--- src/rtl/demux_stream_1x2_pkg.sv ---
// Shared definitions for the 1-to-2 stream demultiplexer: default widths,
// output indices and the per-buffer occupancy encoding.
package demux_pkg;

  localparam int WIDTH_DEF = 32;
  localparam int CNT_W_DEF = 16;

  localparam int OUT0 = 0;
  localparam int OUT1 = 1;

  // Occupancy of a 2-entry output buffer.
  typedef enum logic [1:0] {
    EMPTY = 2'd0,
    ONE   = 2'd1,
    FULL  = 2'd2
  } occ_e;

endpackage

--- src/rtl/demux_stream_1x2_if.sv ---
// Stream bundle for the demultiplexer: one input stream with a route bit,
// two output streams and the per-output accepted-word counters.
interface demux_stream_1x2_if
  import demux_pkg::*;
#(
  parameter int WIDTH = WIDTH_DEF,
  parameter int CNT_W = CNT_W_DEF
);

  logic [WIDTH-1:0] in_data;
  logic             in_sel;
  logic             in_valid;
  logic             in_ready;

  logic [WIDTH-1:0] out0_data;
  logic             out0_valid;
  logic             out0_ready;

  logic [WIDTH-1:0] out1_data;
  logic             out1_valid;
  logic             out1_ready;

  logic [CNT_W-1:0] cnt0;
  logic [CNT_W-1:0] cnt1;

  // Demultiplexer side.
  modport slave (
    input  in_data, in_sel, in_valid,
    output in_ready,
    output out0_data, out0_valid,
    input  out0_ready,
    output out1_data, out1_valid,
    input  out1_ready,
    output cnt0, cnt1
  );

  // Producer/consumer side.
  modport master (
    output in_data, in_sel, in_valid,
    input  in_ready,
    input  out0_data, out0_valid,
    output out0_ready,
    input  out1_data, out1_valid,
    output out1_ready,
    input  cnt0, cnt1
  );

endinterface

--- src/rtl/demux_stream_1x2_fifo2.sv ---
// Two-entry FIFO kept as head/tail registers: the head register always holds
// the oldest word, so head_data needs no read multiplexer and stays stable
// until it is popped.
module fifo2
  import demux_pkg::*;
#(
  parameter int WIDTH = WIDTH_DEF
) (
  input  logic             clk,
  input  logic             rst_n,
  input  logic             push,
  input  logic [WIDTH-1:0] push_data,
  input  logic             pop,
  output logic             valid,
  output logic             full,
  output logic [WIDTH-1:0] head_data
);

  occ_e             occ_q, occ_d;
  logic [WIDTH-1:0] head_q, head_d;
  logic [WIDTH-1:0] tail_q, tail_d;
  logic             push_en;
  logic             pop_en;

  // A push into a full buffer or a pop from an empty one is ignored.
  assign push_en   = push && (occ_q != FULL);
  assign pop_en    = pop && (occ_q != EMPTY);
  assign valid     = (occ_q != EMPTY);
  assign full      = (occ_q == FULL);
  assign head_data = head_q;

  // Next occupancy and entry contents for push, pop or both.
  // NOTE: every *_d gets a default first so no path leaves it unassigned (no latch).
  always_comb begin
    occ_d  = occ_q;
    head_d = head_q;
    tail_d = tail_q;
    case ({push_en, pop_en})
      2'b10: begin
        if (occ_q == EMPTY) begin
          head_d = push_data;
          occ_d  = ONE;
        end else begin
          tail_d = push_data;
          occ_d  = FULL;
        end
      end
      2'b01: begin
        head_d = tail_q;
        occ_d  = (occ_q == FULL) ? ONE : EMPTY;
      end
      // Push and pop together only happens at occupancy ONE (push_en
      // excludes FULL, pop_en excludes EMPTY): the new word becomes head.
      2'b11: head_d = push_data;
      default: ;
    endcase
  end

  // Occupancy register; reset discards any buffered words.
  // NOTE: sequential state uses non-blocking assignments only.
  always_ff @(posedge clk or negedge rst_n) begin
    if (!rst_n) occ_q <= EMPTY;
    else        occ_q <= occ_d;
  end

  // Entry storage.
  // NOTE: data entries are not reset; they are qualified by occupancy.
  always_ff @(posedge clk) begin
    head_q <= head_d;
    tail_q <= tail_d;
  end

endmodule

--- src/rtl/demux_stream_1x2.sv ---
// Pipelined 1-to-2 stream demultiplexer. Each accepted word is steered by
// in_sel into one of two 2-entry output buffers; per-output counters track
// accepted words. in_ready depends only on in_sel and registered occupancy.
module demux_stream_1x2
  import demux_pkg::*;
#(
  parameter int WIDTH = WIDTH_DEF,
  parameter int CNT_W = CNT_W_DEF
) (
  input  logic               clk,
  input  logic               rst_n,
  demux_stream_1x2_if.slave  bus
);

  logic [1:0]       full;
  logic [1:0]       push;
  logic             in_ready;
  logic [CNT_W-1:0] cnt0_q, cnt0_d;
  logic [CNT_W-1:0] cnt1_q, cnt1_d;

  // Head-of-line: a word aimed at a full buffer stalls the input.
  assign in_ready     = bus.in_sel ? !full[OUT1] : !full[OUT0];
  assign bus.in_ready = in_ready;

  assign push[OUT0] = bus.in_valid && in_ready && !bus.in_sel;
  assign push[OUT1] = bus.in_valid && in_ready &&  bus.in_sel;

  fifo2 #(.WIDTH(WIDTH)) u_fifo0 (
    .clk       (clk),
    .rst_n     (rst_n),
    .push      (push[OUT0]),
    .push_data (bus.in_data),
    .pop       (bus.out0_ready),
    .valid     (bus.out0_valid),
    .full      (full[OUT0]),
    .head_data (bus.out0_data)
  );

  fifo2 #(.WIDTH(WIDTH)) u_fifo1 (
    .clk       (clk),
    .rst_n     (rst_n),
    .push      (push[OUT1]),
    .push_data (bus.in_data),
    .pop       (bus.out1_ready),
    .valid     (bus.out1_valid),
    .full      (full[OUT1]),
    .head_data (bus.out1_data)
  );

  // Accepted-word counters, wrapping modulo 2^CNT_W.
  always_comb begin
    cnt0_d = cnt0_q + {{(CNT_W-1){1'b0}}, push[OUT0]};
    cnt1_d = cnt1_q + {{(CNT_W-1){1'b0}}, push[OUT1]};
  end

  // Counter registers.
  always_ff @(posedge clk or negedge rst_n) begin
    if (!rst_n) begin
      cnt0_q <= '0;
      cnt1_q <= '0;
    end else begin
      cnt0_q <= cnt0_d;
      cnt1_q <= cnt1_d;
    end
  end

  assign bus.cnt0 = cnt0_q;
  assign bus.cnt1 = cnt1_q;

endmodule

--- src/flat_wrapper.sv ---
// flat-port wrapper written by rule: the top's interface ports become plain ports
module demux_stream_1x2_flat import demux_pkg::*;
#(
  parameter int WIDTH = WIDTH_DEF,
  parameter int CNT_W = CNT_W_DEF
)
  (clk, rst_n, bus_in_data, bus_in_sel, bus_in_valid, bus_in_ready, bus_out0_data, bus_out0_valid, bus_out0_ready, bus_out1_data, bus_out1_valid, bus_out1_ready, bus_cnt0, bus_cnt1);
  demux_stream_1x2_if #(.WIDTH(WIDTH), .CNT_W(CNT_W)) bus_i ();
  input  logic clk;
  input  logic rst_n;
  input wire logic [$bits(bus_i.in_data)-1:0] bus_in_data;
  input wire logic [$bits(bus_i.in_sel)-1:0] bus_in_sel;
  input wire logic [$bits(bus_i.in_valid)-1:0] bus_in_valid;
  output wire logic [$bits(bus_i.in_ready)-1:0] bus_in_ready;
  output wire logic [$bits(bus_i.out0_data)-1:0] bus_out0_data;
  output wire logic [$bits(bus_i.out0_valid)-1:0] bus_out0_valid;
  input wire logic [$bits(bus_i.out0_ready)-1:0] bus_out0_ready;
  output wire logic [$bits(bus_i.out1_data)-1:0] bus_out1_data;
  output wire logic [$bits(bus_i.out1_valid)-1:0] bus_out1_valid;
  input wire logic [$bits(bus_i.out1_ready)-1:0] bus_out1_ready;
  output wire logic [$bits(bus_i.cnt0)-1:0] bus_cnt0;
  output wire logic [$bits(bus_i.cnt1)-1:0] bus_cnt1;
  assign bus_i.in_data = bus_in_data;
  assign bus_i.in_sel = bus_in_sel;
  assign bus_i.in_valid = bus_in_valid;
  assign bus_in_ready = bus_i.in_ready;
  assign bus_out0_data = bus_i.out0_data;
  assign bus_out0_valid = bus_i.out0_valid;
  assign bus_i.out0_ready = bus_out0_ready;
  assign bus_out1_data = bus_i.out1_data;
  assign bus_out1_valid = bus_i.out1_valid;
  assign bus_i.out1_ready = bus_out1_ready;
  assign bus_cnt0 = bus_i.cnt0;
  assign bus_cnt1 = bus_i.cnt1;
  demux_stream_1x2 #(.WIDTH(WIDTH), .CNT_W(CNT_W)) u_core (.clk(clk), .rst_n(rst_n), .bus(bus_i));
endmodule
--- config.mk ---
export PLATFORM = sky130hd
export DESIGN_NAME = demux_stream_1x2_flat
export DESIGN_NICKNAME = d
export VERILOG_FILES = /design/src/rtl/demux_stream_1x2_pkg.sv /design/src/rtl/demux_stream_1x2_if.sv /design/src/rtl/demux_stream_1x2_fifo2.sv /design/src/rtl/demux_stream_1x2.sv /design/src/flat_wrapper.sv
export SDC_FILE = /design/constraint.sdc
export NUM_CORES = 1
export LEC_CHECK = 0
export ABC_AREA = 1
export CELL_PAD_IN_SITES_DETAIL_PLACEMENT = 1
export CELL_PAD_IN_SITES_GLOBAL_PLACEMENT = 1
export CORE_MARGIN = 3
export CORE_UTILIZATION = 42
export CTS_BUF_LIST = sky130_fd_sc_hd__clkbuf_4 sky130_fd_sc_hd__clkbuf_8
export DETAILED_ROUTE_END_ITERATION = 8
export PLACE_DENSITY = 0.8
export SYNTH_ARGS = -nofsm -noshare
export SYNTH_HDL_FRONTEND = slang
export SYNTH_HIERARCHICAL = 1
export SYNTH_SLANG_ARGS = --single-unit
--- constraint.sdc ---
create_clock -name clk -period 3.4 [get_ports clk]
set_clock_uncertainty 0.05 [all_clocks]
set_input_delay 0.85 -clock clk [delete_from_list [all_inputs] [get_ports clk]]
set_output_delay 0.85 -clock clk [all_outputs]
set_load 0.01 [all_outputs]
==> results.tsv, run 1 <==
metric	value	unit
vias per cell	4.882	
# DRC	0	
antenna violations before repair	0	
Synth cell types	25	
largest family of logic cells by synthesized area	simple AND/OR/NAND/NOR gates	
Pwr Density	731.2	mW/mm^2
core area	0.01554	sq mm
fraction of the mapped netlist area in compound gates	0.5862	%
synthesis-to-finish area growth	29.38	%
Critical Path AT	2110	ps
Peak Freq	0.3322	GHz
Post-DP Area	0.008423	sq mm
Util after Layout	56.87	%
die area	0.01783	sq mm
R2R depth	10	
Least-Margin Pin Slew	728.8	ps
Synth Instances	576	
worst min path class	reg -> reg	
Synth Area per Inst	11.86	sq um
total power draw	6.462	mW
count of buffers from port buffering	136	
endpoints failing hold	0	
RSZ-0062 raised after global routing	no	
H-Tree Depth	4	
RR Endpoint	u_core/u_fifo0/head_data[5]	
largest net degree at the start of global routing	37	
Rel. slew slack	51.41	%
num rows	45	
Max Root-Sink Buffers	2	
TritonRoute pass-1 iters	6	
Final Max Tran Viols	0	
global-route wire length before repair	27140	um
LEAKAGE	3.548	nW
Remaining Overflow, GRT	0	
Worst setup SP type	input port	
vias	4653	
area fraction of the dominant cell type after synthesis	56.27	%
clk sink count	164	
crit path max fanout	3	
RR Startpoint	u_core/u_fifo0/occ_q[1]	
routed len/inst	17.61	um
final WL	16780	um
status	finished, final reports clean	
DP Wirelength	12020	um
clk_lat worst skew	440	ps
hold-fix buffers at CTS	0	
Setup WS pre-CTS	218.7	ps
Synth Area in XOR/XNOR	2.052	%
Simple-Gate Fraction of Synth Area	20.77	%
hold_ws	473.1	ps
CTS tree	yes	
Critical Setup Path Class	in -> out	
Min-Delay Endpoint	u_core/bus.cnt0[15]	
Nets	777	
yosys warns	6	
Final Critical Period	3010	ps
Max-Cap Viols	0	
period utilisation layout	88.53	%
initial core utilization	43.95	%
Ant. Diodes	0	
Inserted Clock Buffers	17	
GR Util All Layers	19.72	%
register area share after synthesis	69.46	%
largest area contributor in the netlist	edfxtp_1	
fin area	0.008837	sq mm
chip height	133.5	um
mux contribution to synthesized area	0.1465	%
layout cell share with drive strength beyond 1	14.15	%
R2R setup slack	960	ps
setup_tns	0	ps
root buffer cell	clkbuf_8	
WHS Path Cells	2	
syn nets	624	
Yosys reg bits	164	
Post-CTS Setup Bufs	0	
hold_sp	u_core/bus.cnt0[15]	
Die Width	133.5	um
required time worst endpoint	2500	ps
Finished Layout Cells	953	
Worst setup EP type	primary output	
Reg area	0.004745	sq mm
VDD IR max	0.3049	mV
post-route ant nets	0	
area occupied by multi-input gates	0.001777	sq mm
vias in the first global route	5133	
clock-pin slew of the registers on the worst-case setup and hold paths	80	ps
GPL Wtd Cong	0.7983	
dominant cells by area after synthesis	edfxtp_1 (56%), dfrtp_1 (13%), nand2_1 (13%)	
final worst slack	389.9	ps
adder-cell share of the synthesized area	1.832	%
drt initial violations	274	
# resized after CTS	0	
layout filler cell count	1641	
# IOs	137	
placed cells	921	
Post-Synthesis Cell Area	0.006830	sq mm
final setup fails	0	
==> how the worst max path moves through the flow <==
| stage | start | to | slack (ps) | cells past startpoint |
|---|---|---|---|---|
| 3_3_place_gp | bus_in_sel | u_core/u_fifo0/head_data[27] | 340 | 9 |
| 2_1_floorplan | bus_in_sel | u_core/u_fifo0/tail_q[0] | 40 | 6 |
| 5_1_grt | bus_in_sel | bus_in_ready | 350 | 3 |
| 4_1_cts | bus_in_sel | bus_in_ready | 380 | 3 |
| 6_report | bus_in_sel | bus_in_ready | 390 | 3 |
| 3_5_place_dp | bus_in_sel | u_core/u_fifo0/head_data[27] | 220 | 9 |
==> cells in the final DEF (no fill, tap or decap), types with 3 or more instances in the layout <==
cell,count
nand2_1,231
clkdlybuf4s50_1,136
dfrtp_1,36
inv_8,4
clkbuf_8,17
nor2_1,18
edfxtp_1,128
o21ai_1,4
inv_1,33
nand4_1,6
nand2_2,33
nand3_1,12
inv_2,4
nor2_2,11
bufinv_16,3
ha_1,8
nor2_4,7
xor2_1,10
xnor2_1,6
buf_4,10
inv_6,4
==> kinds of logic after synthesis <==
family,count (synthesis)
xor+xnor,16
compound gates,8
simple gates,324
mux,1
buf+inv,53
flops,164
fa+ha+maj,10
==> flip-flops by register name (all words and copies together) (netlist names) <==
name,flops
u_core/u_fifo1/tail_q,32
u_core/u_fifo1/occ_q,2
u_core/u_fifo0/tail_q,32
u_core/bus.cnt0,16
u_core/u_fifo1/head_data,32
u_core/u_fifo0/head_data,32
u_core/bus.cnt1,16
u_core/u_fifo0/occ_q,2
==> worst max-delay path: stages <==
cell and delay (ps):
clkdlybuf4s50_1 510, mux2i_1 190, clkdlybuf4s50_1 560
==> cell usage after synthesis <==
cell type	number
nor3_1	1
nor2_1	20
nand4_1	6
nor2_2	11
buf_12	2
inv_2	4
clkbuf_8	6
nand2_2	33
nand3_1	12
edfxtp_1	128
nor2_4	5
xor2_1	10
o21ai_1	6
inv_8	2
inv_1	33
nand3_2	2
nor3b_1	1
nand2_1	231
xnor2_1	6
dfrtp_1	36
mux2i_1	1
o21ai_0	2
nand3b_1	2
buf_6	6
ha_1	10
==> metal layers <==
metal	vias up	global-route usage (%)	share of wire, %
met5	-	0	0
met4	0	5.829	1.1
met3	15	5.853	6.0
met2	137	35.52	52
met1	2326	22.75	41
li1	2175	-	-
==> where the power goes <==
part | internal [mW] | switching (mW)
registers | 2.76 | 0.233
logic | 0.874 | 1.13
clock network | 0.746 | 0.724
total | 4.38 | 2.09
==> area by class of cell <==
| type | instances | share of cell area [%] |
|---|---|---|
| flip-flops and latches | 164 | 53.69 |
| multi-input cells | 359 | 20.10 |
| repair buffers | 148 | 16.71 |
| well taps | 211 | 2.987 |
| clock buffers | 18 | 2.733 |
| clock inverters | 14 | 1.954 |
| inverters | 39 | 1.826 |
(Power assumes the default switching activity.)
==> inputs of run 2 (changes only) <==
--- a/config.mk
+++ b/config.mk
@@ -11,8 +11,10 @@
 export CORE_MARGIN = 3
 export CORE_UTILIZATION = 42
 export CTS_BUF_LIST = sky130_fd_sc_hd__clkbuf_4 sky130_fd_sc_hd__clkbuf_8
+export CTS_CLUSTER_SIZE = 25
 export DETAILED_ROUTE_END_ITERATION = 8
-export PLACE_DENSITY = 0.8
+export PLACE_DENSITY_LB_ADDON = 0.15
+export REMOVE_ABC_BUFFERS = 1
 export SYNTH_ARGS = -nofsm -noshare
 export SYNTH_HDL_FRONTEND = slang
 export SYNTH_HIERARCHICAL = 1
==> run 2 against run 1 <==
  * Design area hardly changed
  * First-iteration DRC count is 25% lower
  * Combinational power hardly changed
  * Cell count is 0.21% lower
  * Non-clock buffer count is 2 lower
  * Critical endpoint unchanged
  * Die area stayed put
  * Clock-buffer cell count is 1 higher
  * Highest routed layer unchanged
  * Routed wire length is 2.7% lower
==> results.tsv, run 2 (synthesized netlist as in run 1, its figures left out) <==
metric	value	unit	change
final WL	16340	um	was 16780 um
Critical Setup Path Class	in -> out		unchanged
die area	0.01783	sq mm	unchanged
period utilisation layout	88.32	%	was 88.53%
Util after Layout	56.89	%	was 56.87%
Die Width	133.5	um	unchanged
clk sink count	164		unchanged
routed len/inst	17.18	um	was 17.61 um
vias	4558		was 4653
initial core utilization	43.95	%	unchanged
CTS tree	yes		unchanged
GR Util All Layers	18.76	%	was 19.72%
Peak Freq	0.3330	GHz	was 0.3322 GHz
most frequent cells in the layout	nand2_1 (231), clkdlybuf4s50_1 (136), edfxtp_1 (128)		unchanged
clock-pin slew of the registers on the worst-case setup and hold paths	80	ps	about the same
endpoints failing hold	0		unchanged
Post-CTS Setup Bufs	0		unchanged
core area	0.01554	sq mm	unchanged
clk_lat worst skew	450	ps	was 440 ps
VDD IR max	0.3380	mV	was 0.3049 mV
root buffer cell	clkbuf_8		unchanged
RSZ-0062 raised after global routing	no		unchanged
layout cell share with drive strength beyond 1	14.19	%	was 14.15%
# DRC	0		unchanged
Worst setup EP type	primary output		unchanged
Final Critical Period	3003	ps	was 3010 ps
DP Wirelength	11270	um	was 12020 um
required time worst endpoint	2500	ps	about the same
# resized after CTS	0		unchanged
GPL Wtd Cong	0.7766		was 0.7983
post-route ant nets	0		unchanged
Inserted Clock Buffers	17		unchanged
synthesis-to-finish area growth	29.44	%	was 29.38%
Final Max Tran Viols	0		unchanged
TritonRoute pass-1 iters	4		was 6
Worst setup SP type	input port		unchanged
hold_ws	472.9	ps	was 473.1 ps
fin area	0.008841	sq mm	was 0.008837 sq mm
count of buffers from port buffering	136		unchanged
Critical Path AT	2100	ps	was 2110 ps
global-route wire length before repair	26120	um	was 27140 um
crit path max fanout	3		unchanged
LEAKAGE	3.538	nW	was 3.548 nW
hold-fix buffers at CTS	0		unchanged
Nets	775		was 777
worst min path class	reg -> reg		unchanged
drt initial violations	206		was 274
Pwr Density	731.1	mW/mm^2	was 731.2 mW/mm^2
Post-DP Area	0.008421	sq mm	was 0.008423 sq mm
largest net degree at the start of global routing	37		unchanged
H-Tree Depth	4		unchanged
vias per cell	4.793		was 4.882
# IOs	137		unchanged
Max-Cap Viols	0		unchanged
Ant. Diodes	0		unchanged
Rel. slew slack	64.24	%	was 51.41%
chip height	133.5	um	unchanged
vias in the first global route	5000		was 5133
num rows	45		unchanged
antenna violations before repair	0		unchanged
Remaining Overflow, GRT	0		unchanged
final setup fails	0		unchanged
Max Root-Sink Buffers	2		unchanged
status	finished, final reports clean		unchanged
most common cell after layout, fill and taps aside	nand2_1		unchanged
Least-Margin Pin Slew	536.4	ps	was 728.8 ps
==> run 2: path summary, 6_finish.rpt <==
check	end	slack [ps]	startpoint	cells after the start
worst max-delay path	bus_in_ready	400	bus_in_sel	3
worst min-delay path	u_core/u_fifo1/head_data[28]	470	u_core/u_fifo1/tail_q[28]	2
worst max register to register	u_core/u_fifo1/head_data[21]	1100	u_core/u_fifo1/occ_q[1]	10
worst min register to register	u_core/u_fifo1/head_data[28]	470	u_core/u_fifo1/tail_q[28]	2
max in group asynchronous	u_core/bus.cnt0[0]	2170	rst_n	2
min in group asynchronous	u_core/bus.cnt1[12]	770	rst_n	2
==> run 2: critical path: stages <==
cell,delay (ps)
clkdlybuf4s50_1,510
mux2i_1,190
clkdlybuf4s50_1,550
==> run 2: report_power, final <==
part           total [mW]  internal, mW  switching, mW
sequential           2.97          2.75          0.220
combinational        1.99         0.881           1.11
clock                1.50         0.755          0.742
total                6.46          4.39           2.07
==> run 2: cell type report <==
cell class                      instances  area, sq um
Inverter                               39        161.4
Tap cell                              211        264.0
Multi-Input combinational cell        359         1777
Timing Repair Buffer                  146         1474
Fill cell                            1650         6699
Clock inverter                         13        171.4
Clock buffer                           19        249.0
Sequential cell                       164         4745
==> run 2: routing by layer <==
| layer | wire length (um) | share of wire [%] | track usage [%] | vias to the layer above |
|---|---|---|---|---|
| li1 | - | - | - | 2172 |
| met1 | 6837 | 42 | 22.40 | 2252 |
| met2 | 8465 | 52 | 33.10 | 112 |
| met3 | 705 | 4.3 | 4.569 | 22 |
| met4 | 329 | 2.0 | 6.743 | 0 |
| met5 | 0 | 0 | 0 | - |
==> run 2: through the flow <==
step | cells | power (mW) | setup WS, ps | setup TNS (ps)
floorplan | 562 | 3.864 | -3.400 | -108.8
global placement | 919 | 4.950 | 347.0 | 0
detailed placement | 919 | 5.058 | 284.7 | 0
CTS | 951 | 6.575 | 385.1 | 0
global route | 951 | 6.822 | 354.5 | 0
finish | 951 | 6.464 | 397.2 | 0
